File: config.mk
export PLATFORM = sky130hd
export DESIGN_NAME = mem_bus_arbiter_flat
export DESIGN_NICKNAME = d
export VERILOG_FILES = /design/src/rtl/mem_bus_arbiter_if.sv /design/src/rtl/mem_bus_arbiter.sv /design/src/flat_wrapper.sv
export SDC_FILE = /design/constraint.sdc
export NUM_CORES = 1
export LEC_CHECK = 0
export ABC_CLOCK_PERIOD_IN_PS = 3300
export CAP_MARGIN = 20
export CELL_PAD_IN_SITES_DETAIL_PLACEMENT = 0
export CELL_PAD_IN_SITES_GLOBAL_PLACEMENT = 1
export CORE_AREA = 2 2 264 266
export CTS_CLUSTER_DIAMETER = 100
export CTS_CLUSTER_SIZE = 10
export DETAILED_ROUTE_END_ITERATION = 16
export DIE_AREA = 0 0 266 268
export DONT_BUFFER_PORTS = 1
export PLACE_DENSITY = 0.44
export SLEW_MARGIN = 20
export SYNTH_ARGS = -nofsm -noshare
export SYNTH_HDL_FRONTEND = slang
export SYNTH_SLANG_ARGS = --single-unit
File: constraint.sdc
create_clock -name clk -period 3.3 [get_ports clk]
set_input_delay 0.66 -clock clk [delete_from_list [all_inputs] [get_ports clk]]
set_output_delay 0.66 -clock clk [all_outputs]
set_load 0.03 [all_outputs]
File: src/rtl/mem_bus_arbiter_if.sv
// Requester-side and AXI-side signals of the memory bus arbiter.
// The master modport is the arbiter's view. The slave modport is the view
// shared by the requesters and the AXI slave.
interface mem_bus_arbiter_if #(parameter int LINE_WORDS = 4);
  logic                      ic_rd_req, dc_rd_req, uc_rd_req;
  logic [2:0]                ic_rd_type, dc_rd_type, uc_rd_type;
  logic [31:0]               ic_rd_addr, dc_rd_addr, uc_rd_addr;
  logic                      ic_rd_rdy, dc_rd_rdy, uc_rd_rdy;
  logic                      ic_ret_valid, dc_ret_valid, uc_ret_valid;
  logic                      ret_last;
  logic [31:0]               ret_data;
  logic                      dc_wr_req, uc_wr_req;
  logic [2:0]                dc_wr_type, uc_wr_type;
  logic [31:0]               dc_wr_addr, uc_wr_addr;
  logic [3:0]                dc_wr_wstrb, uc_wr_wstrb;
  logic [32*LINE_WORDS-1:0]  dc_wr_data, uc_wr_data;
  logic                      dc_wr_rdy, uc_wr_rdy;
  logic [3:0]  arid;   logic [31:0] araddr; logic [7:0] arlen;
  logic [2:0]  arsize; logic [1:0]  arburst; logic arvalid, arready;
  logic [3:0]  rid;    logic [31:0] rdata;  logic [1:0] rresp;
  logic        rlast,  rvalid, rready;
  logic [3:0]  awid;   logic [31:0] awaddr; logic [7:0] awlen;
  logic [2:0]  awsize; logic [1:0]  awburst; logic awvalid, awready;
  logic [3:0]  wid;    logic [31:0] wdata;  logic [3:0] wstrb;
  logic        wlast,  wvalid, wready;
  logic [3:0]  bid;    logic [1:0]  bresp;  logic bvalid, bready;

  modport master (
    input  ic_rd_req, dc_rd_req, uc_rd_req, ic_rd_type, dc_rd_type, uc_rd_type,
           ic_rd_addr, dc_rd_addr, uc_rd_addr,
           dc_wr_req, uc_wr_req, dc_wr_type, uc_wr_type, dc_wr_addr, uc_wr_addr,
           dc_wr_wstrb, uc_wr_wstrb, dc_wr_data, uc_wr_data,
           arready, rid, rdata, rresp, rlast, rvalid, awready, wready,
           bid, bresp, bvalid,
    output ic_rd_rdy, dc_rd_rdy, uc_rd_rdy, ic_ret_valid, dc_ret_valid, uc_ret_valid,
           ret_last, ret_data, dc_wr_rdy, uc_wr_rdy,
           arid, araddr, arlen, arsize, arburst, arvalid, rready,
           awid, awaddr, awlen, awsize, awburst, awvalid,
           wid, wdata, wstrb, wlast, wvalid, bready
  );

  modport slave (
    output ic_rd_req, dc_rd_req, uc_rd_req, ic_rd_type, dc_rd_type, uc_rd_type,
           ic_rd_addr, dc_rd_addr, uc_rd_addr,
           dc_wr_req, uc_wr_req, dc_wr_type, uc_wr_type, dc_wr_addr, uc_wr_addr,
           dc_wr_wstrb, uc_wr_wstrb, dc_wr_data, uc_wr_data,
           arready, rid, rdata, rresp, rlast, rvalid, awready, wready,
           bid, bresp, bvalid,
    input  ic_rd_rdy, dc_rd_rdy, uc_rd_rdy, ic_ret_valid, dc_ret_valid, uc_ret_valid,
           ret_last, ret_data, dc_wr_rdy, uc_wr_rdy,
           arid, araddr, arlen, arsize, arburst, arvalid, rready,
           awid, awaddr, awlen, awsize, awburst, awvalid,
           wid, wdata, wstrb, wlast, wvalid, bready
  );
endinterface

File: src/rtl/mem_bus_arbiter.sv
// Shares one AXI bus between the icache, dcache and uncached ports.
// It allows one outstanding read and one outstanding write. Read returns are
// steered back to the requester that issued the read. A read that hits the
// line of an in-flight write is held off until that write's B response arrives.
module mem_bus_arbiter #(
  parameter int LINE_WORDS = 4
) (
  input  logic             clk,
  input  logic             resetn,
  mem_bus_arbiter_if.master bus
);
  localparam int         OFF      = $clog2(4 * LINE_WORDS);
  localparam int         CW       = $clog2(LINE_WORDS);
  localparam logic [7:0] LINE_LEN = 8'(LINE_WORDS - 1);
  localparam logic [1:0] OWN_IC = 2'd0, OWN_DC = 2'd1, OWN_UC = 2'd2;

  typedef enum logic [1:0] {R_IDLE, R_AR, R_DATA} r_state_e;
  typedef enum logic [1:0] {W_IDLE, W_REQ, W_B}   w_state_e;

  r_state_e                 r_state_q, r_state_d;
  logic [31:0]              r_addr_q, r_addr_d;
  logic [2:0]               r_type_q, r_type_d;
  logic [1:0]               r_owner_q, r_owner_d;

  w_state_e                 w_state_q, w_state_d;
  logic [31:0]              w_addr_q, w_addr_d;
  logic [2:0]               w_type_q, w_type_d;
  logic [32*LINE_WORDS-1:0] w_data_q, w_data_d;
  logic [3:0]               w_strb_q, w_strb_d;
  logic [CW-1:0]            w_cnt_q, w_cnt_d;
  logic                     aw_done_q, aw_done_d;
  logic                     w_done_q, w_done_d;

  // Response ids and codes carry nothing the arbiter acts on.
  logic unused_resp;
  assign unused_resp = ^{bus.rid, bus.rresp, bus.bid, bus.bresp};

  // Line-address hazard against the write currently in flight.
  logic w_busy, ic_blk, dc_blk, uc_blk;
  assign w_busy = (w_state_q != W_IDLE);
  assign ic_blk = w_busy && (bus.ic_rd_addr[31:OFF] == w_addr_q[31:OFF]);
  assign dc_blk = w_busy && (bus.dc_rd_addr[31:OFF] == w_addr_q[31:OFF]);
  assign uc_blk = w_busy && (bus.uc_rd_addr[31:OFF] == w_addr_q[31:OFF]);

  // Read grant uc > dc > ic. A blocked requester does not stall the ones below it.
  logic r_idle, uc_rd_win, dc_rd_win, ic_rd_win, rd_acc;
  always_comb begin
    r_idle    = resetn && (r_state_q == R_IDLE);
    uc_rd_win = bus.uc_rd_req && !uc_blk;
    dc_rd_win = bus.dc_rd_req && !dc_blk && !uc_rd_win;
    ic_rd_win = bus.ic_rd_req && !ic_blk && !uc_rd_win && !dc_rd_win;
    rd_acc    = r_idle && (uc_rd_win || dc_rd_win || ic_rd_win);
  end

  // Write grant uc > dc. Writes are not subject to the hazard check.
  logic w_idle, uc_wr_win, dc_wr_win, wr_acc;
  always_comb begin
    w_idle    = resetn && (w_state_q == W_IDLE);
    uc_wr_win = bus.uc_wr_req;
    dc_wr_win = bus.dc_wr_req && !bus.uc_wr_req;
    wr_acc    = w_idle && (uc_wr_win || dc_wr_win);
  end

  // Read FSM state and the request latched at grant.
  always_ff @(posedge clk or negedge resetn) begin
    if (!resetn) begin
      r_state_q <= R_IDLE;
      r_addr_q  <= '0;
      r_type_q  <= '0;
      r_owner_q <= '0;
    end else begin
      r_state_q <= r_state_d;
      r_addr_q  <= r_addr_d;
      r_type_q  <= r_type_d;
      r_owner_q <= r_owner_d;
    end
  end

  // Read next state: grant, address phase, then data beats until rlast.
  always_comb begin
    r_state_d = r_state_q;
    r_addr_d  = r_addr_q;
    r_type_d  = r_type_q;
    r_owner_d = r_owner_q;
    case (r_state_q)
      R_IDLE: if (rd_acc) begin
        r_state_d = R_AR;
        if (uc_rd_win) begin
          r_addr_d = bus.uc_rd_addr; r_type_d = bus.uc_rd_type; r_owner_d = OWN_UC;
        end else if (dc_rd_win) begin
          r_addr_d = bus.dc_rd_addr; r_type_d = bus.dc_rd_type; r_owner_d = OWN_DC;
        end else begin
          r_addr_d = bus.ic_rd_addr; r_type_d = bus.ic_rd_type; r_owner_d = OWN_IC;
        end
      end
      R_AR:    if (bus.arready) r_state_d = R_DATA;
      R_DATA:  if (bus.rvalid && bus.rlast) r_state_d = R_IDLE;
      default: r_state_d = R_IDLE;
    endcase
  end

  // Read outputs: AR channel from the latched request, R beats to the owner only.
  logic in_data;
  always_comb begin
    in_data          = (r_state_q == R_DATA);
    bus.ic_rd_rdy    = r_idle && ic_rd_win;
    bus.dc_rd_rdy    = r_idle && dc_rd_win;
    bus.uc_rd_rdy    = r_idle && uc_rd_win;
    bus.arvalid      = (r_state_q == R_AR);
    bus.araddr       = r_addr_q;
    bus.arlen        = r_type_q[2] ? LINE_LEN : 8'd0;
    bus.arsize       = r_type_q[2] ? 3'd2 : {1'b0, r_type_q[1:0]};
    bus.arburst      = 2'b01;
    bus.arid         = {2'b00, r_owner_q};
    bus.rready       = in_data;
    bus.ic_ret_valid = in_data && bus.rvalid && (r_owner_q == OWN_IC);
    bus.dc_ret_valid = in_data && bus.rvalid && (r_owner_q == OWN_DC);
    bus.uc_ret_valid = in_data && bus.rvalid && (r_owner_q == OWN_UC);
    bus.ret_last     = in_data && bus.rvalid && bus.rlast;
    bus.ret_data     = in_data ? bus.rdata : 32'd0;
  end

  // Write FSM state, the latched request and the beat counter.
  always_ff @(posedge clk or negedge resetn) begin
    if (!resetn) begin
      w_state_q <= W_IDLE;
      w_addr_q  <= '0;
      w_type_q  <= '0;
      w_data_q  <= '0;
      w_strb_q  <= '0;
      w_cnt_q   <= '0;
      aw_done_q <= 1'b0;
      w_done_q  <= 1'b0;
    end else begin
      w_state_q <= w_state_d;
      w_addr_q  <= w_addr_d;
      w_type_q  <= w_type_d;
      w_data_q  <= w_data_d;
      w_strb_q  <= w_strb_d;
      w_cnt_q   <= w_cnt_d;
      aw_done_q <= aw_done_d;
      w_done_q  <= w_done_d;
    end
  end

  // The AW and W channels run independently; W_REQ is left only after both finish.
  logic [7:0] w_len;
  logic       aw_hs, w_hs, w_last;
  always_comb begin
    w_len  = w_type_q[2] ? LINE_LEN : 8'd0;
    w_last = (8'(w_cnt_q) == w_len);
    aw_hs  = (w_state_q == W_REQ) && !aw_done_q && bus.awready;
    w_hs   = (w_state_q == W_REQ) && !w_done_q && bus.wready;
  end

  // Write next state.
  always_comb begin
    w_state_d = w_state_q;
    w_addr_d  = w_addr_q;
    w_type_d  = w_type_q;
    w_data_d  = w_data_q;
    w_strb_d  = w_strb_q;
    w_cnt_d   = w_cnt_q;
    aw_done_d = aw_done_q;
    w_done_d  = w_done_q;
    case (w_state_q)
      W_IDLE: if (wr_acc) begin
        w_state_d = W_REQ;
        w_cnt_d   = '0;
        aw_done_d = 1'b0;
        w_done_d  = 1'b0;
        if (uc_wr_win) begin
          w_addr_d = bus.uc_wr_addr; w_type_d = bus.uc_wr_type; w_data_d = bus.uc_wr_data;
          w_strb_d = bus.uc_wr_type[2] ? 4'hf : bus.uc_wr_wstrb;
        end else begin
          w_addr_d = bus.dc_wr_addr; w_type_d = bus.dc_wr_type; w_data_d = bus.dc_wr_data;
          w_strb_d = bus.dc_wr_type[2] ? 4'hf : bus.dc_wr_wstrb;
        end
      end
      W_REQ: begin
        if (aw_hs) aw_done_d = 1'b1;
        if (w_hs) begin
          if (w_last) w_done_d = 1'b1;
          else        w_cnt_d  = w_cnt_q + CW'(1);
        end
        if ((aw_done_q || aw_hs) && (w_done_q || (w_hs && w_last))) w_state_d = W_B;
      end
      W_B:     if (bus.bvalid) w_state_d = W_IDLE;
      default: w_state_d = W_IDLE;
    endcase
  end

  // Write outputs: the beat counter selects the current data word.
  always_comb begin
    bus.dc_wr_rdy = w_idle && dc_wr_win;
    bus.uc_wr_rdy = w_idle && uc_wr_win;
    bus.awvalid   = (w_state_q == W_REQ) && !aw_done_q;
    bus.awaddr    = w_addr_q;
    bus.awlen     = w_len;
    bus.awsize    = w_type_q[2] ? 3'd2 : {1'b0, w_type_q[1:0]};
    bus.awburst   = 2'b01;
    bus.awid      = 4'd1;
    bus.wvalid    = (w_state_q == W_REQ) && !w_done_q;
    bus.wdata     = w_data_q[w_cnt_q*32 +: 32];
    bus.wstrb     = w_strb_q;
    bus.wlast     = w_last;
    bus.wid       = 4'd1;
    bus.bready    = (w_state_q == W_B);
  end
endmodule

File: src/flat_wrapper.sv
// flat-port wrapper written by rule: the top's interface ports become plain ports
module mem_bus_arbiter_flat 
#(
  parameter int LINE_WORDS = 4
)
  (clk, resetn, bus_ic_rd_req, bus_dc_rd_req, bus_uc_rd_req, bus_ic_rd_type, bus_dc_rd_type, bus_uc_rd_type, bus_ic_rd_addr, bus_dc_rd_addr, bus_uc_rd_addr, bus_dc_wr_req, bus_uc_wr_req, bus_dc_wr_type, bus_uc_wr_type, bus_dc_wr_addr, bus_uc_wr_addr, bus_dc_wr_wstrb, bus_uc_wr_wstrb, bus_dc_wr_data, bus_uc_wr_data, bus_arready, bus_rid, bus_rdata, bus_rresp, bus_rlast, bus_rvalid, bus_awready, bus_wready, bus_bid, bus_bresp, bus_bvalid, bus_ic_rd_rdy, bus_dc_rd_rdy, bus_uc_rd_rdy, bus_ic_ret_valid, bus_dc_ret_valid, bus_uc_ret_valid, bus_ret_last, bus_ret_data, bus_dc_wr_rdy, bus_uc_wr_rdy, bus_arid, bus_araddr, bus_arlen, bus_arsize, bus_arburst, bus_arvalid, bus_rready, bus_awid, bus_awaddr, bus_awlen, bus_awsize, bus_awburst, bus_awvalid, bus_wid, bus_wdata, bus_wstrb, bus_wlast, bus_wvalid, bus_bready);
  mem_bus_arbiter_if #(.LINE_WORDS(LINE_WORDS)) bus_i ();
  input  logic clk;
  input  logic resetn;
  input wire logic [$bits(bus_i.ic_rd_req)-1:0] bus_ic_rd_req;
  input wire logic [$bits(bus_i.dc_rd_req)-1:0] bus_dc_rd_req;
  input wire logic [$bits(bus_i.uc_rd_req)-1:0] bus_uc_rd_req;
  input wire logic [$bits(bus_i.ic_rd_type)-1:0] bus_ic_rd_type;
  input wire logic [$bits(bus_i.dc_rd_type)-1:0] bus_dc_rd_type;
  input wire logic [$bits(bus_i.uc_rd_type)-1:0] bus_uc_rd_type;
  input wire logic [$bits(bus_i.ic_rd_addr)-1:0] bus_ic_rd_addr;
  input wire logic [$bits(bus_i.dc_rd_addr)-1:0] bus_dc_rd_addr;
  input wire logic [$bits(bus_i.uc_rd_addr)-1:0] bus_uc_rd_addr;
  input wire logic [$bits(bus_i.dc_wr_req)-1:0] bus_dc_wr_req;
  input wire logic [$bits(bus_i.uc_wr_req)-1:0] bus_uc_wr_req;
  input wire logic [$bits(bus_i.dc_wr_type)-1:0] bus_dc_wr_type;
  input wire logic [$bits(bus_i.uc_wr_type)-1:0] bus_uc_wr_type;
  input wire logic [$bits(bus_i.dc_wr_addr)-1:0] bus_dc_wr_addr;
  input wire logic [$bits(bus_i.uc_wr_addr)-1:0] bus_uc_wr_addr;
  input wire logic [$bits(bus_i.dc_wr_wstrb)-1:0] bus_dc_wr_wstrb;
  input wire logic [$bits(bus_i.uc_wr_wstrb)-1:0] bus_uc_wr_wstrb;
  input wire logic [$bits(bus_i.dc_wr_data)-1:0] bus_dc_wr_data;
  input wire logic [$bits(bus_i.uc_wr_data)-1:0] bus_uc_wr_data;
  input wire logic [$bits(bus_i.arready)-1:0] bus_arready;
  input wire logic [$bits(bus_i.rid)-1:0] bus_rid;
  input wire logic [$bits(bus_i.rdata)-1:0] bus_rdata;
  input wire logic [$bits(bus_i.rresp)-1:0] bus_rresp;
  input wire logic [$bits(bus_i.rlast)-1:0] bus_rlast;
  input wire logic [$bits(bus_i.rvalid)-1:0] bus_rvalid;
  input wire logic [$bits(bus_i.awready)-1:0] bus_awready;
  input wire logic [$bits(bus_i.wready)-1:0] bus_wready;
  input wire logic [$bits(bus_i.bid)-1:0] bus_bid;
  input wire logic [$bits(bus_i.bresp)-1:0] bus_bresp;
  input wire logic [$bits(bus_i.bvalid)-1:0] bus_bvalid;
  output wire logic [$bits(bus_i.ic_rd_rdy)-1:0] bus_ic_rd_rdy;
  output wire logic [$bits(bus_i.dc_rd_rdy)-1:0] bus_dc_rd_rdy;
  output wire logic [$bits(bus_i.uc_rd_rdy)-1:0] bus_uc_rd_rdy;
  output wire logic [$bits(bus_i.ic_ret_valid)-1:0] bus_ic_ret_valid;
  output wire logic [$bits(bus_i.dc_ret_valid)-1:0] bus_dc_ret_valid;
  output wire logic [$bits(bus_i.uc_ret_valid)-1:0] bus_uc_ret_valid;
  output wire logic [$bits(bus_i.ret_last)-1:0] bus_ret_last;
  output wire logic [$bits(bus_i.ret_data)-1:0] bus_ret_data;
  output wire logic [$bits(bus_i.dc_wr_rdy)-1:0] bus_dc_wr_rdy;
  output wire logic [$bits(bus_i.uc_wr_rdy)-1:0] bus_uc_wr_rdy;
  output wire logic [$bits(bus_i.arid)-1:0] bus_arid;
  output wire logic [$bits(bus_i.araddr)-1:0] bus_araddr;
  output wire logic [$bits(bus_i.arlen)-1:0] bus_arlen;
  output wire logic [$bits(bus_i.arsize)-1:0] bus_arsize;
  output wire logic [$bits(bus_i.arburst)-1:0] bus_arburst;
  output wire logic [$bits(bus_i.arvalid)-1:0] bus_arvalid;
  output wire logic [$bits(bus_i.rready)-1:0] bus_rready;
  output wire logic [$bits(bus_i.awid)-1:0] bus_awid;
  output wire logic [$bits(bus_i.awaddr)-1:0] bus_awaddr;
  output wire logic [$bits(bus_i.awlen)-1:0] bus_awlen;
  output wire logic [$bits(bus_i.awsize)-1:0] bus_awsize;
  output wire logic [$bits(bus_i.awburst)-1:0] bus_awburst;
  output wire logic [$bits(bus_i.awvalid)-1:0] bus_awvalid;
  output wire logic [$bits(bus_i.wid)-1:0] bus_wid;
  output wire logic [$bits(bus_i.wdata)-1:0] bus_wdata;
  output wire logic [$bits(bus_i.wstrb)-1:0] bus_wstrb;
  output wire logic [$bits(bus_i.wlast)-1:0] bus_wlast;
  output wire logic [$bits(bus_i.wvalid)-1:0] bus_wvalid;
  output wire logic [$bits(bus_i.bready)-1:0] bus_bready;
  assign bus_i.ic_rd_req = bus_ic_rd_req;
  assign bus_i.dc_rd_req = bus_dc_rd_req;
  assign bus_i.uc_rd_req = bus_uc_rd_req;
  assign bus_i.ic_rd_type = bus_ic_rd_type;
  assign bus_i.dc_rd_type = bus_dc_rd_type;
  assign bus_i.uc_rd_type = bus_uc_rd_type;
  assign bus_i.ic_rd_addr = bus_ic_rd_addr;
  assign bus_i.dc_rd_addr = bus_dc_rd_addr;
  assign bus_i.uc_rd_addr = bus_uc_rd_addr;
  assign bus_i.dc_wr_req = bus_dc_wr_req;
  assign bus_i.uc_wr_req = bus_uc_wr_req;
  assign bus_i.dc_wr_type = bus_dc_wr_type;
  assign bus_i.uc_wr_type = bus_uc_wr_type;
  assign bus_i.dc_wr_addr = bus_dc_wr_addr;
  assign bus_i.uc_wr_addr = bus_uc_wr_addr;
  assign bus_i.dc_wr_wstrb = bus_dc_wr_wstrb;
  assign bus_i.uc_wr_wstrb = bus_uc_wr_wstrb;
  assign bus_i.dc_wr_data = bus_dc_wr_data;
  assign bus_i.uc_wr_data = bus_uc_wr_data;
  assign bus_i.arready = bus_arready;
  assign bus_i.rid = bus_rid;
  assign bus_i.rdata = bus_rdata;
  assign bus_i.rresp = bus_rresp;
  assign bus_i.rlast = bus_rlast;
  assign bus_i.rvalid = bus_rvalid;
  assign bus_i.awready = bus_awready;
  assign bus_i.wready = bus_wready;
  assign bus_i.bid = bus_bid;
  assign bus_i.bresp = bus_bresp;
  assign bus_i.bvalid = bus_bvalid;
  assign bus_ic_rd_rdy = bus_i.ic_rd_rdy;
  assign bus_dc_rd_rdy = bus_i.dc_rd_rdy;
  assign bus_uc_rd_rdy = bus_i.uc_rd_rdy;
  assign bus_ic_ret_valid = bus_i.ic_ret_valid;
  assign bus_dc_ret_valid = bus_i.dc_ret_valid;
  assign bus_uc_ret_valid = bus_i.uc_ret_valid;
  assign bus_ret_last = bus_i.ret_last;
  assign bus_ret_data = bus_i.ret_data;
  assign bus_dc_wr_rdy = bus_i.dc_wr_rdy;
  assign bus_uc_wr_rdy = bus_i.uc_wr_rdy;
  assign bus_arid = bus_i.arid;
  assign bus_araddr = bus_i.araddr;
  assign bus_arlen = bus_i.arlen;
  assign bus_arsize = bus_i.arsize;
  assign bus_arburst = bus_i.arburst;
  assign bus_arvalid = bus_i.arvalid;
  assign bus_rready = bus_i.rready;
  assign bus_awid = bus_i.awid;
  assign bus_awaddr = bus_i.awaddr;
  assign bus_awlen = bus_i.awlen;
  assign bus_awsize = bus_i.awsize;
  assign bus_awburst = bus_i.awburst;
  assign bus_awvalid = bus_i.awvalid;
  assign bus_wid = bus_i.wid;
  assign bus_wdata = bus_i.wdata;
  assign bus_wstrb = bus_i.wstrb;
  assign bus_wlast = bus_i.wlast;
  assign bus_wvalid = bus_i.wvalid;
  assign bus_bready = bus_i.bready;
  mem_bus_arbiter #(.LINE_WORDS(LINE_WORDS)) u_core (.clk(clk), .resetn(resetn), .bus(bus_i));
endmodule
# [After elaboration in Yosys (flattened, before gate mapping)]
# Cells that the tools add are included.
[totals] regBits=212 inputBits=496 output_inout_bits=185 elab_cells=125
[op_classes] add_sub_neg=1 n_eq_ne=20 n_shift=1 n_mux=35 n_reduce_logical=56
[ops] operator="128-bit two-way mux" count=1
[ops] operator="32-bit two-way mux" count=4
[ops] operator="128-bit by 8-bit indexed part select with 32-bit output" count=1
[ops] operator="28-bit == test" count=3
[ops] operator="1-bit logical AND" count=31
[ops] operator="2-bit two-way mux" count=14
[ops] operator="2-bit by 1-bit inequality test with 1-bit output, second input constant" count=7
[ops] operator="4-bit two-way mux" count=3
[ops] operator="2-bit case mux with 3 select lines" count=2
[ops] operator="3-bit two-way mux" count=3
[ops] operator="3-bit AND reduction" count=3
[ops] operator="2-bit by 8-bit == test with 1-bit output" count=1
[ops] operator="1-bit logical NOT" count=8
[ops] operator="4-bit AND reduction" count=2
[ops] operator="2-bit by 1-bit == test with 1-bit output, second input constant" count=3
[ops] operator="2-bit == test, second input constant" count=3
[ops] operator="2-bit logical NOT" count=3
[ops] operator="2-bit inequality test, second input constant" count=3
[ops] operator="1-bit logical OR" count=5
[ops] operator="1-bit two-way mux" count=5
[ops] operator="1-bit case mux with 2 select lines" count=2
[ops] operator="2-bit case mux with 2 select lines" count=1
[ops] operator="2-bit AND reduction" count=2
[ops] operator="2-bit nonzero test" count=2
[ops] operator="2-bit by 1-bit adder with 2-bit output, second input constant" count=1

# [Longest topological paths before layout]
# Gate-level depths: netlist of run 1.
[depth] ltp_word=12 depth_mapped=8 ltp_nobuf=6

# [Worst setup path before layout of run 1]
# OpenSTA, ideal clock, no wires.
[synth_path] kind="in2out" start="input bus_uc_rd_addr[10]" end="output bus_ic_rd_rdy" t_arrival_ns=2.555 t_required_ns=2.640 setup_slack_ns=0.085 stages=7 n_path_buf=1 cell_sequence="xor2_1 nor4_1 nand4_1 o21ai_1 clkbuf_1 nand3_1 nor3_1"
[synth_between] elab_chain_len=9 elab_cells_between_ends=10 cone_classes="1 x eq/ne; 9 x reduce/logical"
[synth_rtl] element="start, declared" line_no="flat_wrapper.sv:18" text="input wire logic [$bits(bus_i.uc_rd_addr)-1:0] bus_uc_rd_addr;"
[synth_rtl] element="28-bit == test *" line_no="mem_bus_arbiter.sv:43" text="assign uc_blk = w_busy && (bus.uc_rd_addr[31:OFF] == w_addr_q[31:OFF]);"
[synth_rtl] element="1-bit logical AND *" line_no="mem_bus_arbiter.sv:43"
[synth_rtl] element="1-bit logical NOT *" line_no="mem_bus_arbiter.sv:49" text="uc_rd_win = bus.uc_rd_req && !uc_blk;"
[synth_rtl] element="1-bit logical AND *" line_no="mem_bus_arbiter.sv:49"
[synth_rtl] element="1-bit logical NOT *" line_no="mem_bus_arbiter.sv:50, mem_bus_arbiter.sv:51"
[synth_rtl] element="1-bit logical AND" line_no="mem_bus_arbiter.sv:50" text="dc_rd_win = bus.dc_rd_req && !dc_blk && !uc_rd_win;"
[synth_rtl] element="1-bit logical NOT" line_no="mem_bus_arbiter.sv:51" text="ic_rd_win = bus.ic_rd_req && !ic_blk && !uc_rd_win && !dc_rd_win;"
[synth_rtl] element="1-bit logical AND *" line_no="mem_bus_arbiter.sv:51"
[synth_rtl] element="1-bit logical AND *" line_no="mem_bus_arbiter.sv:106" text="bus.ic_rd_rdy = r_idle && ic_rd_win;"
[synth_rtl] element="end, declared" line_no="flat_wrapper.sv:40" text="output wire logic [$bits(bus_i.ic_rd_rdy)-1:0] bus_ic_rd_rdy;"
# Mark *: on every way between the ends. The rest lies on a longest branch, timed or not.

# [Worst setup path in the final report of run 1]
[layout_path] start="register u_core.w_addr_q[13] (netlist: u_core.bus.awaddr[13])" end="output bus_ic_rd_rdy"
[layout_between] elab_chain_len=9 elab_cells_between_ends=18 cone_classes="3 x eq/ne; 15 x reduce/logical"
[layout_rtl] element="start, declared" line_no="mem_bus_arbiter.sv:26" text="logic [31:0] w_addr_q, w_addr_d;"
[layout_rtl] element="start signal, assigned" line_no="mem_bus_arbiter.sv:136" text="w_addr_q <= w_addr_d;"
[layout_rtl] element="28-bit == test" line_no="mem_bus_arbiter.sv:43"
[layout_rtl] element="1-bit logical AND" line_no="mem_bus_arbiter.sv:43"
[layout_rtl] element="1-bit logical NOT" line_no="mem_bus_arbiter.sv:49"
[layout_rtl] element="1-bit logical AND" line_no="mem_bus_arbiter.sv:49"
[layout_rtl] element="1-bit logical NOT" line_no="mem_bus_arbiter.sv:50, mem_bus_arbiter.sv:51"
[layout_rtl] element="1-bit logical AND" line_no="mem_bus_arbiter.sv:50"
[layout_rtl] element="1-bit logical NOT" line_no="mem_bus_arbiter.sv:51"
[layout_rtl] element="1-bit logical AND *" line_no="mem_bus_arbiter.sv:51"
[layout_rtl] element="1-bit logical AND *" line_no="mem_bus_arbiter.sv:106"
# Marks and branches as above.

==> results of run 1 <==
[power groups by stage]
stage	clock network [mW]	registers [mW]	logic [mW]
2_1_floorplan	0	5.42	4.15
3_3_place_gp	0	5.68	5.69
3_5_place_dp	0	5.71	5.70
4_1_cts	2.76	5.68	5.78
5_1_grt	2.84	5.84	6.21
6_report	2.62	5.64	5.69
[worst max-delay path, cell delays in order, from the launching register on]
cell and delay, ns:
sky130_fd_sc_hd__dfrtp_2 0.44, sky130_fd_sc_hd__buf_4 0.19, sky130_fd_sc_hd__xor2_1 0.19, sky130_fd_sc_hd__nor4_1 0.25, sky130_fd_sc_hd__nand4_1 0.19, sky130_fd_sc_hd__o41ai_4 0.36
sky130_fd_sc_hd__buf_4 0.19, sky130_fd_sc_hd__nor3_2 0.05, sky130_fd_sc_hd__buf_4 0.16
[sequential cells by signal (all words and copies together) (netlist names)]
register           count
u_core.r_owner_q       2
u_core.bus.awaddr     32
u_core.aw_done_q       1
u_core.r_type_q        3
u_core.w_data_q      128
u_core.bus.wstrb       4
u_core.w_type_q        3
u_core.w_done_q        1
u_core.bus.araddr     32
u_core.w_cnt_q         2
u_core.w_state_q       2
u_core.r_state_q       2
[stage by stage]
stage,cell area [sq um],cells
2_1_floorplan,12700,1293
3_3_place_gp,13700,2105
3_5_place_dp,13700,2105
4_1_cts,14600,2144
5_1_grt,14700,2157
6_report,14700,2157
[synth_stat cells, types with 2 or more instances]
library cell	number	area, sq um
sky130_fd_sc_hd__a2bb2oi_2	20	300
sky130_fd_sc_hd__nand4_1	7	43.8
sky130_fd_sc_hd__nor2_1	15	56.3
sky130_fd_sc_hd__mux2i_1	162	1620
sky130_fd_sc_hd__and2_1	32	200
sky130_fd_sc_hd__xnor2_1	11	96.3
sky130_fd_sc_hd__a22o_1	2	17.5
sky130_fd_sc_hd__inv_1	4	15.0
sky130_fd_sc_hd__buf_6	7	78.8
sky130_fd_sc_hd__nand2b_1	2	12.5
sky130_fd_sc_hd__mux4_2	32	721
sky130_fd_sc_hd__nor4_1	16	100
sky130_fd_sc_hd__o21a_1	2	15.0
sky130_fd_sc_hd__o311ai_0	6	52.6
sky130_fd_sc_hd__nor3_1	6	30.0
sky130_fd_sc_hd__xor2_1	73	639
sky130_fd_sc_hd__o311ai_1	29	254
sky130_fd_sc_hd__and3_1	2	12.5
sky130_fd_sc_hd__dfrtp_1	212	5310
sky130_fd_sc_hd__o21ai_0	205	1030
sky130_fd_sc_hd__a2bb2oi_1	15	131
sky130_fd_sc_hd__conb_1	2	7.51
sky130_fd_sc_hd__nand3_1	3	15.0
sky130_fd_sc_hd__buf_1	6	22.5
sky130_fd_sc_hd__nand2_1	177	664
sky130_fd_sc_hd__a21oi_1	37	185
sky130_fd_sc_hd__or2_2	3	18.8
sky130_fd_sc_hd__nor2b_1	41	257
sky130_fd_sc_hd__clkbuf_1	79	297
sky130_fd_sc_hd__o22ai_1	6	37.5
sky130_fd_sc_hd__buf_4	32	240
sky130_fd_sc_hd__buf_2	8	40.0
[per-layer routing]
metal / part of all wire (%) / track usage, %
met1: 35 / 14.8
met2: 51 / 25.9
met3: 9.5 / 4.65
met4: 4.2 / 5.86
met5: 0.019 / 0
[what timing repair did]
action / 4_1_cts / 5_1_grt
endpoints found under the hold margin: 212 / 212
resized for setup: 26 / 10
pin swaps: 7 / 10
buffers inserted: 4 / 4
gates cloned: 2 / 0
setup endpoints to repair: 3 / 2
[layout by cell type (no fill, tap or decap), types with 3 or more instances in the layout]
cell type	instances
sky130_fd_sc_hd__a2bb2oi_2	20
sky130_fd_sc_hd__a2bb2oi_1	15
sky130_fd_sc_hd__mux2i_1	162
sky130_fd_sc_hd__xnor2_1	10
sky130_fd_sc_hd__o311ai_0	6
sky130_fd_sc_hd__conb_1	28
sky130_fd_sc_hd__nand4_1	7
sky130_fd_sc_hd__o22ai_1	6
sky130_fd_sc_hd__buf_4	61
sky130_fd_sc_hd__o311ai_1	29
sky130_fd_sc_hd__inv_1	4
sky130_fd_sc_hd__a21oi_1	37
sky130_fd_sc_hd__nor3_1	5
sky130_fd_sc_hd__dfrtp_1	199
sky130_fd_sc_hd__nor4_2	8
sky130_fd_sc_hd__xor2_1	72
sky130_fd_sc_hd__o21ai_0	205
sky130_fd_sc_hd__clkbuf_1	3
sky130_fd_sc_hd__and2_1	32
sky130_fd_sc_hd__nor2_1	14
sky130_fd_sc_hd__dfrtp_2	13
sky130_fd_sc_hd__nor2b_1	40
sky130_fd_sc_hd__buf_12	8
sky130_fd_sc_hd__nor4_1	7
sky130_fd_sc_hd__clkbuf_16	26
sky130_fd_sc_hd__diode_2	9
sky130_fd_sc_hd__mux4_2	32
sky130_fd_sc_hd__nand2_1	177
[final timing paths]
kind | startpoint | endpoint | slack, ns
hold reg to reg | u_core.w_type_q[1]$_DFFE_PN0P_ | u_core.w_type_q[1]$_DFFE_PN0P_ | 0.47
setup reg to reg | u_core.bus.awaddr[27]$_DFFE_PN0P_ | u_core.bus.araddr[12]$_DFFE_PN0P_ | 0.48
hold / removal | resetn | u_core.w_data_q[71]$_DFFE_PN0P_ | -0.20
max in group asynchronous | resetn | u_core.bus.awaddr[13]$_DFFE_PN0P_ | 3.12
setup / recovery | u_core.bus.awaddr[13]$_DFFE_PN0P_ | bus_ic_rd_rdy | 0.07
min in group clk | bus_awready | u_core.aw_done_q$_DFFE_PN0P_ | 0.24
[cells by family after synthesis]
family                    count (synthesis)
other                                     2
and+or+nand+nor                         309
AOI/OAI and AO/OA                       330
DFF                                     212
muxes                                   194
buffers and inverters                   136
xor gates and xnor gates                 84
[layout make-up]
type | instances | area share, %
diodes | 9 | 0.153
clock buffers | 30 | 4.58
clock inverters | 3 | 0.229
inverters | 4 | 0.102
multi-input cells | 945 | 46.6
flip-flops and latches | 212 | 36.1
well taps | 882 | 7.49
repair buffers | 72 | 4.71
==> flow_summary.toml, run 1 <==
[synth]
synthArstFlopShare_pct = 100
yosys_warnings = 0
adder_and_majority_gate_portion_of_the_synthesized_area_pct = 0
synth-main-ff-cell = "sky130_fd_sc_hd__dfrtp_1"
synth-edff-count = 0
postSynthRegisterBits = 212
synth.area.mux_share_pct = 18.5
yosys.cell_types.count = 45
synth-simple-area-share_pct = 11.5
synth_seq_area_share_pct = 42.0
synthCells = 1267
synthesis.area_sq_mm = 0.0126
mean_instance_size_in_the_synthesized_netlist_sq_um = 9.98
synth_top_family_by_area = "multiplexers"
synth_compound_area_share_pct = 16.7
yosys.area_share.xor_xnor_pct = 5.82

[sta]
fin_crit_sh_pct = 98.0
achievable-frequency_mhz = 309
skew_ns = 0.0217
rsz_0062_raised_after_global_routing = "yes"
number_of_pins_exceeding_their_max_slew_limit_in_the_final_report = 0
hold_viol_final = 212
slew-limit-headroom_pct = 40.2
setup_viol = 0
post_route_setup_tns_ns = 0
finalHoldWorstSlack_ns = -0.200
finalCriticalPeriod_ns = 3.23
max_slew.worst_pin.slew_ns = 0.891
setup_ws_ns = 0.0664

[worst_hold_path]
hold_class = "in2async"

[pwr]
power_mw = 14.0
clock_power_share_pct = 18.8
leakage_nw = 6.27
power.ir.vdd_worst_mv = 0.378
sw_frac_of_total_pct = 47.3
comb_power_share_pct = 40.8
power.switching_mw = 6.60
internal_power_mw = 7.36
power.density_cell_area_mw_per_mm2 = 947
power.sequential.fraction_pct = 40.4

[route]
detailedRoute.firstIterationViolations = 405
drt_pre_antenna_iters = 4
vias = 9707
remaining_drc_errors = 0
vias_cell = 4.50
post_drt_wl_per_cell_microns = 24.6
post_route_wl_mm = 53.1
drt.antenna.violating_nets = 0

[floorplan]
die-area_sq_mm = 0.0713
num_io_pins = 681
die_h_microns = 268
design.core.area_sq_mm = 0.0682
die_x_microns = 266
rows = 96
start_util_pct = 18.5

[clock_tree]
cts-root-buf = "sky130_fd_sc_hd__clkbuf_16"
clk_transition_reported_paths_ns = 0.06
clk_buf_depth = 3
tritoncts = "yes"
htree_levels = 1
worstSkewPairLatency_ns = 0.56
numClockSinks = 212
cts_buffers = 26

[global_route]
first_pass_grt_wire_length_mm = 73.5
number_of_antenna_violations_at_the_first_check_in_global_routing = 10
grt.overflow.total = 0
grt_use_total_pct = 14.1
grt_pass1_vias = 10000
maximum_number_of_pins_on_one_net_before_global_route_repair = 217

[critical_path]
timing.critical_path.to_type = "output port"
start_kind = "flop"
critPathMaxFanout = 4
worst_ep_arrival_time_ns = 2.57
critPathRequiredTime_ns = 2.64
timing.reg2reg.worst_path_depth = 9
critPathKind = "reg2out"

[finish]
area_growth_syn_to_layout_pct = 16.5
final_core_utilization_pct = 21.6
num-nets-final = 1757
layout-drive-gt1-share_pct = 15.1
final-seq-area_sq_mm = 0.00532
final.fill_count = 7443
multiInputGateArea_sq_mm = 0.00687

[placed_design]
hpwl_mm = 40.5
pre_cts_ws_ns = 0.188
gpl.final_weighted_congestion = 0.906
portBuffers = 0

[outcome]
run_status = "finished, violations left"
failing_checks = "negative hold slack"

[flow_run]
max_cap_viol_count = 0
Note: power is estimated with default switching activity, not from simulation.
==> inputs of run 2 (changes only) <==
--- a/config.mk
+++ b/config.mk
@@ -16,6 +16,7 @@
 export DIE_AREA = 0 0 266 268
 export DONT_BUFFER_PORTS = 1
 export PLACE_DENSITY = 0.44
+export SETUP_SLACK_MARGIN = 0.3
 export SLEW_MARGIN = 20
 export SYNTH_ARGS = -nofsm -noshare
 export SYNTH_HDL_FRONTEND = slang
==> run 2 against run 1 <==
Against the previous run:
- the run still ends with negative hold slack left
- first-iteration DRC count rose by 5.9%
- utilization rose by 0.73 points
- via count rose by 0.76%
- clock-buffer cell count rose by 2
- critical path depth fell by 2
- largest cell class unchanged
- combinational power rose by 6.7%
- sequential share of layout area fell by 1.2 points
- routed wire length rose by 1.8%
- global-route usage rose by 0.28 points
- final area rose by 3.4%
==> flow_summary.toml, run 2 (synthesis gave the netlist of run 1 again) <==
[outcome]
run_status = "finished, violations left"
failing_checks = "negative hold slack"

[sta]
fin_crit_sh_pct = 98.1
finalCriticalPeriod_ns = 3.24
hold_viol_final = 212
setup_ws_ns = 0.0612
rsz_0062_raised_after_global_routing = "yes"
post_route_setup_tns_ns = 0
number_of_pins_exceeding_their_max_slew_limit_in_the_final_report = 0
skew_ns = 0.0128
setup_viol = 0
finalHoldWorstSlack_ns = -0.203
achievable-frequency_mhz = 309
max_slew.worst_pin.slew_ns = 1.02
slew-limit-headroom_pct = 31.8

[clock_tree]
clk_transition_reported_paths_ns = 0.06
tritoncts = "yes"
clk_buf_depth = 3
htree_levels = 1
worstSkewPairLatency_ns = 0.55
cts_buffers = 26
numClockSinks = 212
cts-root-buf = "sky130_fd_sc_hd__clkbuf_16"

[pwr]
sw_frac_of_total_pct = 47.1
power.switching_mw = 6.75
internal_power_mw = 7.57
comb_power_share_pct = 42.4
power.ir.vdd_worst_mv = 0.333
clock_power_share_pct = 18.6
leakage_nw = 6.40
power.sequential.fraction_pct = 39.0
power.density_cell_area_mw_per_mm2 = 940

[floorplan]
rows = 96
start_util_pct = 18.5
die-area_sq_mm = 0.0713
die_x_microns = 266
num_io_pins = 681
design.core.area_sq_mm = 0.0682
die_h_microns = 268

[critical_path]
critPathKind = "reg2out"
critPathRequiredTime_ns = 2.64
worst_r2r_startpoint = "u_core.bus.awaddr[20]$_DFFE_PN0P_"
start_kind = "flop"
slack_of_the_worst_reg_to_reg_path_ns = 0.20
crit_path_start = "u_core.bus.awaddr[19]$_DFFE_PN0P_"
worst_ep_arrival_time_ns = 2.58
timing.critical_path.to_type = "output port"
critPathMaxFanout = 5

[global_route]
grt.overflow.total = 0
first_pass_grt_wire_length_mm = 74.8
grt_use_total_pct = 14.4
maximum_number_of_pins_on_one_net_before_global_route_repair = 217
number_of_antenna_violations_at_the_first_check_in_global_routing = 13
grt_pass1_vias = 10100

[route]
post_drt_wl_per_cell_microns = 24.6
remaining_drc_errors = 0
post_route_wl_mm = 54.0
vias = 9781
drt_pre_antenna_iters = 4
detailedRoute.firstIterationViolations = 429
drt.antenna.violating_nets = 0
vias_cell = 4.46

[worst_hold_path]
hold_class = "in2async"

[finish]
post-route-cell-area_sq_mm = 0.0152
layout.cells.most_common = "sky130_fd_sc_hd__o21ai_0"
final.fill_count = 7429
mostFrequentLayoutCells = "sky130_fd_sc_hd__o21ai_0 (205), sky130_fd_sc_hd__dfrtp_1 (201), sky130_fd_sc_hd__nand2_1 (177)"
num-nets-final = 1788
largest-register = "u_core.w_data_q"
largest_reg_flops = 128
layout-drive-gt1-share_pct = 20.3
final_core_utilization_pct = 22.3
area_growth_syn_to_layout_pct = 20.5

[placed_design]
portBuffers = 0
dpl-instance-area_sq_mm = 0.0138
pre_cts_ws_ns = 0.276
gpl.final_weighted_congestion = 0.900
hpwl_mm = 41.5

[flow_run]
max_cap_viol_count = 0
## run 2: path summary, 6_finish.rpt
check                                                    end  depth (start not counted)
min                         u_core.bus.araddr[3]$_DFFE_PN0P_                          0
max                                            bus_ic_rd_rdy                          6
max in group asynchronous   u_core.w_data_q[121]$_DFFE_PN0P_                          0
min reg2reg                   u_core.w_type_q[0]$_DFFE_PN0P_                          2
min in group clk                u_core.aw_done_q$_DFFE_PN0P_                          2
max reg2reg                u_core.bus.araddr[30]$_DFFE_PN0P_                         16
## run 2: routing by layer
layer  vias up  GRT usage (%)  part of all wire, %
li1       4519              -                    -
met1      4668           15.3                   36
met2       499           25.4                   50
met3        95           4.65                  9.5
met4         0           7.87                  5.2
met5         -              0                    0
## run 2: per-stage QoR
step	cells	hold slack (ns)	total power [mW]
6_report	2192	-0.203	14.3
5_1_grt	2192	-0.241	15.3
4_1_cts	2166	-0.244	14.4
2_1_floorplan	1293	0.364	9.57
3_5_place_dp	2119	0.370	11.6
3_3_place_gp	2119	0.370	11.5
## run 2: worst max-delay path, stage by stage (launching register included)
cell                      delay [ns]
sky130_fd_sc_hd__dfrtp_2        0.53
sky130_fd_sc_hd__xor2_1         0.21
sky130_fd_sc_hd__nor4_2         0.30
sky130_fd_sc_hd__nand4_1        0.19
sky130_fd_sc_hd__o41ai_4        0.51
sky130_fd_sc_hd__nor3_2         0.09
sky130_fd_sc_hd__buf_4          0.18
## run 2: area by class of cell
class	instances	area [sq um]	area share, %
inverter	4	15.0	0.0986
multi-input combinational	945	7130	46.8
clock buffer	32	714	4.69
timing repair buffer	103	900	5.91
antenna	11	27.5	0.181
clock inverter	3	20.0	0.131
sequential	212	5320	34.9
tap	882	1100	7.24
## run 2: power by group through the flow
| stage | combinational, mW | clock (mW) | sequential, mW |
|---|---|---|---|
| after floorplan | 4.15 | 0 | 5.42 |
| after global placement | 5.90 | 0 | 5.62 |
| after detailed placement | 5.92 | 0 | 5.64 |
| after CTS | 6.01 | 2.80 | 5.62 |
| after global routing | 6.59 | 2.92 | 5.79 |
| final | 6.07 | 2.67 | 5.59 |
## run 2: repair_timing
item	CTS	global route
endpoints found under the hold margin	212	212
pin swaps	12	7
gates resized for setup	25	68
setup endpoints to repair	8	38
buffers inserted	12	15
